<file path="config.mk">
export PLATFORM = sky130hd
export DESIGN_NAME = parity_lane_pipe_flat
export DESIGN_NICKNAME = d
export VERILOG_FILES = /design/src/rtl/parity_lane_pipe_if.sv /design/src/rtl/parity_lane_pipe.sv /design/src/flat_wrapper.sv
export SDC_FILE = /design/constraint.sdc
export NUM_CORES = 1
export LEC_CHECK = 0
export ABC_CLOCK_PERIOD_IN_PS = 2480
export BUFFER_PORTS_ARGS = -buffer_cell sky130_fd_sc_hd__buf_2
export CAP_MARGIN = 20
export CORE_AREA = 2 2 78 80
export DETAILED_ROUTE_END_ITERATION = 12
export DIE_AREA = 0 0 80 82
export PLACE_DENSITY = 0.78
export SYNTH_ARGS = -nofsm -noshare
export SYNTH_HDL_FRONTEND = slang
export SYNTH_SLANG_ARGS = --single-unit
export TNS_END_PERCENT = 5
</file>
<file path="constraint.sdc">
create_clock -name clk -period 2.48 [get_ports clk]
set_clock_uncertainty 0.15 [all_clocks]
set_input_delay 0.248 -clock clk [delete_from_list [all_inputs] [get_ports clk]]
set_output_delay 0.248 -clock clk [all_outputs]
set_load 0.1 [all_outputs]
</file>
<file path="src/rtl/parity_lane_pipe_if.sv">
// Stream bundle for parity_lane_pipe: the input word handshake plus the registered result handshake.
// The master modport is the source/sink side and the slave modport is the pipe itself.
interface parity_lane_pipe_if #(
    parameter int unsigned LANE_W = 8,
    parameter int unsigned LANES  = 4
);
    logic                      in_valid;
    logic                      in_ready;
    logic [LANE_W*LANES-1:0]   in_data;
    logic [LANES-1:0]          in_par;
    logic                      out_valid;
    logic                      out_ready;
    logic [LANE_W*LANES-1:0]   out_data;
    logic [LANES-1:0]          out_par;
    logic [LANES-1:0]          out_err;

    modport master (
        output in_valid, in_data, in_par, out_ready,
        input  in_ready, out_valid, out_data, out_par, out_err
    );

    modport slave (
        input  in_valid, in_data, in_par, out_ready,
        output in_ready, out_valid, out_data, out_par, out_err
    );
endinterface

</file>
<file path="src/rtl/parity_lane_pipe.sv">
// Single-stage per-lane parity generator/checker with valid/ready handshake and error accounting.
// Optional one-shot error injection (inj_req port) is enabled by defining PARITY_ERR_INJECT_EN.
module parity_lane_pipe #(
    parameter int unsigned LANE_W      = 8,
    parameter int unsigned LANES       = 4,
    parameter int unsigned ERR_CNT_W   = 16,
    parameter bit          ODD_DEFAULT = 1'b0
) (
    input  logic                 clk,
    input  logic                 rst,
    input  logic                 cfg_odd,
    input  logic                 cfg_check,
    input  logic                 err_clr,
`ifdef PARITY_ERR_INJECT_EN
    input  logic                 inj_req,
`endif
    parity_lane_pipe_if.slave    bus,
    output logic                 err_sticky,
    output logic [ERR_CNT_W-1:0] err_cnt
);
    localparam int unsigned DATA_W = LANE_W * LANES;

    logic              out_valid_q;
    logic [DATA_W-1:0] data_q;
    logic [LANES-1:0]  raw_q, raw_d;
    logic              odd_q;
    logic [LANES-1:0]  err_q, err_d;
    logic [LANES-1:0]  par_d;
    logic              sticky_q;
    logic [ERR_CNT_W-1:0] cnt_q;
    logic              accept;
    logic              inj;

    assign bus.in_ready = ~out_valid_q | bus.out_ready;
    assign accept       = bus.in_valid & bus.in_ready;

`ifdef PARITY_ERR_INJECT_EN
    logic inj_q;

    assign inj = inj_q | inj_req;

    always_ff @(posedge clk) begin
        if (rst) begin
            inj_q <= 1'b0;
        end else begin
            inj_q <= accept ? 1'b0 : inj;
        end
    end
`else
    assign inj = 1'b0;
`endif

    always_comb begin
        raw_d = '0;
        for (int unsigned i = 0; i < LANES; i++) begin
            raw_d[i] = ^bus.in_data[i*LANE_W +: LANE_W];
        end
        par_d = raw_d ^ {LANES{cfg_odd}};
        err_d = '0;
        if (cfg_check) begin
            err_d = bus.in_par ^ par_d;
            if (inj) begin
                err_d[0] = 1'b1;
            end
        end else if (inj) begin
            raw_d[0] = ~raw_d[0];
        end
    end

    // Parity is held as raw XOR plus the mode bit of the held word; reset preloads raw
    // with the default mode so the visible out_par still resets to zero.
    always_ff @(posedge clk) begin
        if (rst) begin
            out_valid_q <= 1'b0;
            data_q      <= '0;
            raw_q       <= {LANES{ODD_DEFAULT}};
            odd_q       <= ODD_DEFAULT;
            err_q       <= '0;
        end else if (accept) begin
            out_valid_q <= 1'b1;
            data_q      <= bus.in_data;
            raw_q       <= raw_d;
            odd_q       <= cfg_odd;
            err_q       <= err_d;
        end else if (bus.out_ready) begin
            out_valid_q <= 1'b0;
        end
    end

    always_ff @(posedge clk) begin
        if (rst || err_clr) begin
            sticky_q <= 1'b0;
            cnt_q    <= '0;
        end else if (accept && (|err_d)) begin
            sticky_q <= 1'b1;
            if (cnt_q != '1) begin
                cnt_q <= cnt_q + ERR_CNT_W'(1);
            end
        end
    end

    assign bus.out_valid = out_valid_q;
    assign bus.out_data  = data_q;
    assign bus.out_par   = raw_q ^ {LANES{odd_q}};
    assign bus.out_err   = err_q;
    assign err_sticky    = sticky_q;
    assign err_cnt       = cnt_q;
endmodule

</file>
<file path="src/flat_wrapper.sv">
// flat-port wrapper written by rule: the top's interface ports become plain ports
module parity_lane_pipe_flat 
#(
    parameter int unsigned LANE_W      = 8,
    parameter int unsigned LANES       = 4,
    parameter int unsigned ERR_CNT_W   = 16,
    parameter bit          ODD_DEFAULT = 1'b0
)
  (clk, rst, cfg_odd, cfg_check, err_clr, err_sticky, err_cnt, bus_in_valid, bus_in_data, bus_in_par, bus_out_ready, bus_in_ready, bus_out_valid, bus_out_data, bus_out_par, bus_out_err);
  parity_lane_pipe_if #(.LANE_W(LANE_W), .LANES(LANES)) bus_i ();
  input  logic clk;
  input  logic rst;
  input  logic cfg_odd;
  input  logic cfg_check;
  input  logic err_clr;
  output logic err_sticky;
  output logic [ERR_CNT_W-1:0] err_cnt;
  input wire logic [$bits(bus_i.in_valid)-1:0] bus_in_valid;
  input wire logic [$bits(bus_i.in_data)-1:0] bus_in_data;
  input wire logic [$bits(bus_i.in_par)-1:0] bus_in_par;
  input wire logic [$bits(bus_i.out_ready)-1:0] bus_out_ready;
  output wire logic [$bits(bus_i.in_ready)-1:0] bus_in_ready;
  output wire logic [$bits(bus_i.out_valid)-1:0] bus_out_valid;
  output wire logic [$bits(bus_i.out_data)-1:0] bus_out_data;
  output wire logic [$bits(bus_i.out_par)-1:0] bus_out_par;
  output wire logic [$bits(bus_i.out_err)-1:0] bus_out_err;
  assign bus_i.in_valid = bus_in_valid;
  assign bus_i.in_data = bus_in_data;
  assign bus_i.in_par = bus_in_par;
  assign bus_i.out_ready = bus_out_ready;
  assign bus_in_ready = bus_i.in_ready;
  assign bus_out_valid = bus_i.out_valid;
  assign bus_out_data = bus_i.out_data;
  assign bus_out_par = bus_i.out_par;
  assign bus_out_err = bus_i.out_err;
  parity_lane_pipe #(.LANE_W(LANE_W), .LANES(LANES), .ERR_CNT_W(ERR_CNT_W), .ODD_DEFAULT(ODD_DEFAULT)) u_core (.clk(clk), .rst(rst), .cfg_odd(cfg_odd), .cfg_check(cfg_check), .err_clr(err_clr), .bus(bus_i), .err_sticky(err_sticky), .err_cnt(err_cnt));
endmodule
</file>
# [Word-level counts from Yosys, hierarchy flattened]
# Index checks and enable logic that the tools add are counted.
[word_totals] wordCells=27 inputBits=43 reg_bits=59
[classes] mux=3 add_sub_neg=1 eq_ne=1 bitwise_logic=6 n_reduce_logical=9
[ops] op="$reduce_xor A8 Y1" n=4
[ops] op="$add A16 B1 Y16 const B" n=1
[ops] op="$ne A16 B16 Y1 const B" n=1
[ops] op="$xor A4 B4 Y4" n=3
[ops] op="$mux W4" n=1
[ops] op="$reduce_or A4 Y1" n=1
[ops] op="$mux W1" n=2
[ops] op="$reduce_and A2 Y1" n=1
[ops] op="$reduce_bool A2 Y1" n=1
[ops] op="$and A1 B1 Y1" n=1
[ops] op="$logic_and A1 B1 Y1" n=1
[ops] op="$logic_or A1 B1 Y1" n=1
[ops] op="$not A1 Y1" n=1
[ops] op="$or A1 B1 Y1" n=1

# [Longest topological paths before layout]
[depth] depth_word=7 ltp_mapped=9

# [Worst setup path after synthesis]
# OpenSTA, ideal clock, no wires.
[synth_path] path_kind="register to register" from="register u_core.out_valid_q, in the netlist u_core.bus.out_valid" to="register u_core.data_q[16], in the netlist u_core.bus.out_data[16]" setup_ps=70 setup_slack_ps=-612 t_required_ps=2260 t_arrival_ps=2871 stages_incl_launch_ff=7 period_less_slack_ps=3092 path_cell_list="dfxtp_1 > nand2b_1 > nand2_1 > clkbuf_1 > buf_1 > nand2_1 > a21oi_1"
[synth_between] elab_chain_cells=3
[synth_lines] item="from (decl)" line_no="parity_lane_pipe.sv:23" rtl="logic out_valid_q;"
[synth_lines] item="from (signal assigned)" line_no="parity_lane_pipe.sv:74" rtl="out_valid_q <= 1'b0;"
[synth_lines] item="from (signal assigned)" line_no="parity_lane_pipe.sv:80" rtl="out_valid_q <= 1'b1;"
[synth_lines] item="from (signal assigned)" line_no="parity_lane_pipe.sv:86" rtl="out_valid_q <= 1'b0;"
[synth_lines] item="$not A1 Y1" line_no="parity_lane_pipe.sv:34" rtl="assign bus.in_ready = ~out_valid_q | bus.out_ready;"
[synth_lines] item="$or A1 B1 Y1" line_no="parity_lane_pipe.sv:34"
[synth_lines] item="net bus_in_ready" line_no="flat_wrapper.sv:22" rtl="output wire logic [$bits(bus_i.in_ready)-1:0] bus_in_ready;"
[synth_lines] item="$and A1 B1 Y1" line_no="parity_lane_pipe.sv:35" rtl="assign accept = bus.in_valid & bus.in_ready;"
[synth_lines] item="to (signal assigned)" line_no="parity_lane_pipe.sv:81" rtl="data_q <= bus.in_data;"
[synth_lines] item="to (decl)" line_no="parity_lane_pipe.sv:24" rtl="logic [DATA_W-1:0] data_q;"
# The timed path passes the listed nets, and every way through them passes these cells.
# A chain may end at the register's enable or synchronous reset.

# [Worst setup path after layout]
[layout_path] from="register u_core.cnt_q[0], in the netlist u_core.err_cnt[0]" to="register u_core.cnt_q[9], in the netlist u_core.err_cnt[9]"
[layout_between] elab_chain_cells=2 word_cells_on_any_way=3
[layout_lines] item="from (decl)" line_no="parity_lane_pipe.sv:30" rtl="logic [ERR_CNT_W-1:0] cnt_q;"
[layout_lines] item="from (signal assigned)" line_no="parity_lane_pipe.sv:97" rtl="cnt_q <= cnt_q + ERR_CNT_W'(1);"
[layout_lines] item="branches (longest 2 deep; another with $add A16 B1 Y16)"
# Several ways; the timed one is not identified.

==> summary.txt <==
Slew at the pin closest to its max-slew limit: 879 ps
Mean area per synthesized cell: 8.44 um2
#FFs+latches synth: 59
N_diodes: 0
Max_slew headroom: 0.412
Global-route wire length before repair: 10,200 um
Average wire per cell in the routed design: 12.9 um
Final setup violation count: 0
Final weighted congestion in routability-driven placement: 0.797
Most Crowded Layer GR: met2
# clock sinks: 59
Start point of the critical path: u_core.err_cnt[0]$_SDFFE_PP0P_
Cell-internal power: 1.85 mW
Die outline area: 6560 um2
Arrival time at the worst endpoint: 2310 ps
Count of pins over their slew limit: 0
DRC violation total after the first TritonRoute iteration: 120
Overall routing resource usage: 0.201
TritonCTS clock tree: yes
Count of nets left with antenna violations after detail routing: 0
Post-route DRC violation count: 0
Worst min-delay path startpoint: bus_in_data[25]
Leak: 1.70 nW
Number of global-route vias before repair: 2,209
Run status: finished, final reports clean
Synthesis Warnings: 0
Switching power of the nets: 1.05 mW
Fmax: 447 MHz
Power per standard cell area: 818 nW/um2
Placed wire-length estimate after detailed placement: 4520 um
Area added between synthesis and finish: 28.8%
Path type of the worst setup path: flop to flop
Floorplan die height: 82 um
Clk Latency, worst-skew pair: 330 ps
Combined area of all synthesized cells: 2750 um2
Switching Fraction: 0.362
Post-layout min period: 2230 ps
Cell at the root of the clock tree: sky130_fd_sc_hd__clkbuf_8
Minimum setup slack after placement: 67.3 ps
CP Max Fanout: 24
Commonest non-fill, non-tap cells in the layout: sky130_fd_sc_hd__buf_2, sky130_fd_sc_hd__nand2_1, sky130_fd_sc_hd__dfxtp_1
Portion of the clock cycle consumed by the worst path in the final layout: 0.901
Worst VDD drop: 425 uV
First-pass iteration count of the detailed router: 4
TritonCTS Buffers: 9
Cell count after synthesis: 326
Total number of vias: 2,531
Worst setup SP type: flop
Num ports: 102
Starting density of the core: 0.479
Portion of total power attributed to combinational logic: 0.306
Quantity of I/O buffers inserted on ports: 101
Final hold vios: 0
Residual overflow from global routing: 0
Initial antenna violation count: 1
Global Route met3 Usage: 0.0604
Met1 track demand over resource in global routing: 0.253
Met2 routing resource usage after global routing: 0.313
Kind of path behind the tightest hold check: input port to flop
Commonest non-fill, non-tap cell in the layout: sky130_fd_sc_hd__buf_2
Row count: 28
Maximum clock insertion buffer count: 2
Count of distinct cell types in the synthesized netlist: 33
Post-route total power: 2.90 mW
Part of the power in the clock network: 0.340
Post-CTS sizing: 0
Sequential power share: 0.354
Via/cell ratio: 5.05
Placeable Area: 5750 um2
Share of cells above drive strength 1: 0.322
Post-synth net total: 370
Wire length after detailed routing: 6470 um
Data required time of the worst path: 2550 ps
Reg2Reg Launch Point: u_core.err_cnt[0]$_SDFFE_PP0P_
CTS HTree Levels: 3
Die Wd: 80 um
Proportion of synthesized chip area in sequential cells: 0.429
Max-capacitance violation count: 0
Final net count: 465
RSZ-0062 raised after global routing: no
Pin count of the biggest net entering global routing: 49
Critical Path End Type: flop
Clock slew at the register clock pins of the worst setup and hold paths: 70 ps
Smallest setup slack after layout: 245 ps
[metal layers]
layer	up-vias	routed length (um)
met5	-	0
met4	0	93
met3	7	389
met2	70	3150
met1	1163	2840
li1	1291	-
[power by group through the flow]
stage          combinational (mW)  clock, mW  sequential (mW)
4_1_cts                     0.891       1.00             1.03
3_5_place_dp                0.886          0             1.05
3_3_place_gp                0.878          0             1.05
2_1_floorplan               0.435          0             1.34
6_report                    0.887      0.985             1.03
5_1_grt                     0.938       1.04             1.03
[what timing repair did]
| item | 4_1_cts | 5_1_grt |
|---|---|---|
| buffers inserted | 0 | 0 |
| hold buffers | 1 | 0 |
| hold endpoints to repair | 1 | 0 |
[per-stage QoR]
stage,area [um2],utilization,hold slack (ps),setup TNS (ps),cells
after floorplan,2760,-,220,-3360,326
after global placement,3310,0.576,290,0,484
after detailed placement,3310,0.576,294,0,484
after CTS,3540,0.617,2.23,0,501
after global routing,3540,0.617,3.20,0,501
final,3540,0.617,16.6,0,501
[synth_stat cells, drive strengths merged]
cell | instances | share of area
a211oi | 4 | 0.011
nand2 | 84 | 0.11
dfxtp | 59 | 0.43
nor3 | 1 | 0.0018
or3 | 5 | 0.011
nor2 | 14 | 0.019
mux2i | 5 | 0.018
a41o | 4 | 0.015
a31o | 5 | 0.016
a21oi | 45 | 0.086
nand2b | 1 | 0.0023
xor2 | 8 | 0.025
ha | 1 | 0.0045
a21bo | 2 | 0.0073
clkbuf | 16 | 0.022
o21ai | 1 | 0.0018
nand3 | 1 | 0.0018
buf | 6 | 0.012
xnor2 | 29 | 0.098
nand4 | 7 | 0.016
and4 | 1 | 0.0032
xnor3 | 4 | 0.033
or2 | 1 | 0.0023
inv | 3 | 0.0041
and3 | 7 | 0.016
nand3b | 4 | 0.011
a21boi | 1 | 0.0027
and2 | 3 | 0.0068
a31oi | 4 | 0.0091
[area by class of cell]
type | count | area (um2)
inverters | 3 | 11.3
multi-input cells | 242 | 1470
clock buffers | 10 | 138
flip-flops and latches | 59 | 1180
repair buffers | 106 | 558
clock inverters | 6 | 88.8
fillers | 512 | 2200
well taps | 75 | 93.8
[final timing paths]
kind / to / slack [ps] / depth (start not counted)
setup / recovery: u_core.err_cnt[9]$_SDFFE_PP0P_ / 250 / 8
hold / removal: u_core.bus.out_data[25]$_SDFFE_PP0P_ / 20 / 3
hold reg to reg: u_core.bus.out_data[4]$_SDFFE_PP0P_ / 300 / 2
setup reg to reg: u_core.err_cnt[9]$_SDFFE_PP0P_ / 250 / 8
[flip-flops by register name, summed over array words and instances (netlist names)]
signal	flops
u_core.odd_q	1
u_core.err_cnt	16
u_core.bus.out_data	32
u_core.err_sticky	1
u_core.raw_q	4
u_core.bus.out_valid	1
u_core.bus.out_err	4
[worst max-delay path, stage by stage, from the launching register on]
cell                      delay, ps
sky130_fd_sc_hd__dfxtp_2        350
sky130_fd_sc_hd__ha_1           250
sky130_fd_sc_hd__and3_1         270
sky130_fd_sc_hd__and3_1         240
sky130_fd_sc_hd__a41o_1         260
sky130_fd_sc_hd__a21oi_4        140
sky130_fd_sc_hd__buf_12         170
sky130_fd_sc_hd__a31oi_1         90
sky130_fd_sc_hd__a41o_1         200
[kinds of logic after synthesis]
logic type	share of synthesized area
multiplexers	0.0182
flip-flops	0.429
AND/OR/NAND/NOR	0.206
adder cells (fa/ha/maj)	0.00454
XOR/XNOR	0.156
buffers and inverters	0.0382
AO/OA/AOI/OAI	0.148
Power figures use the tool's default switching activity.
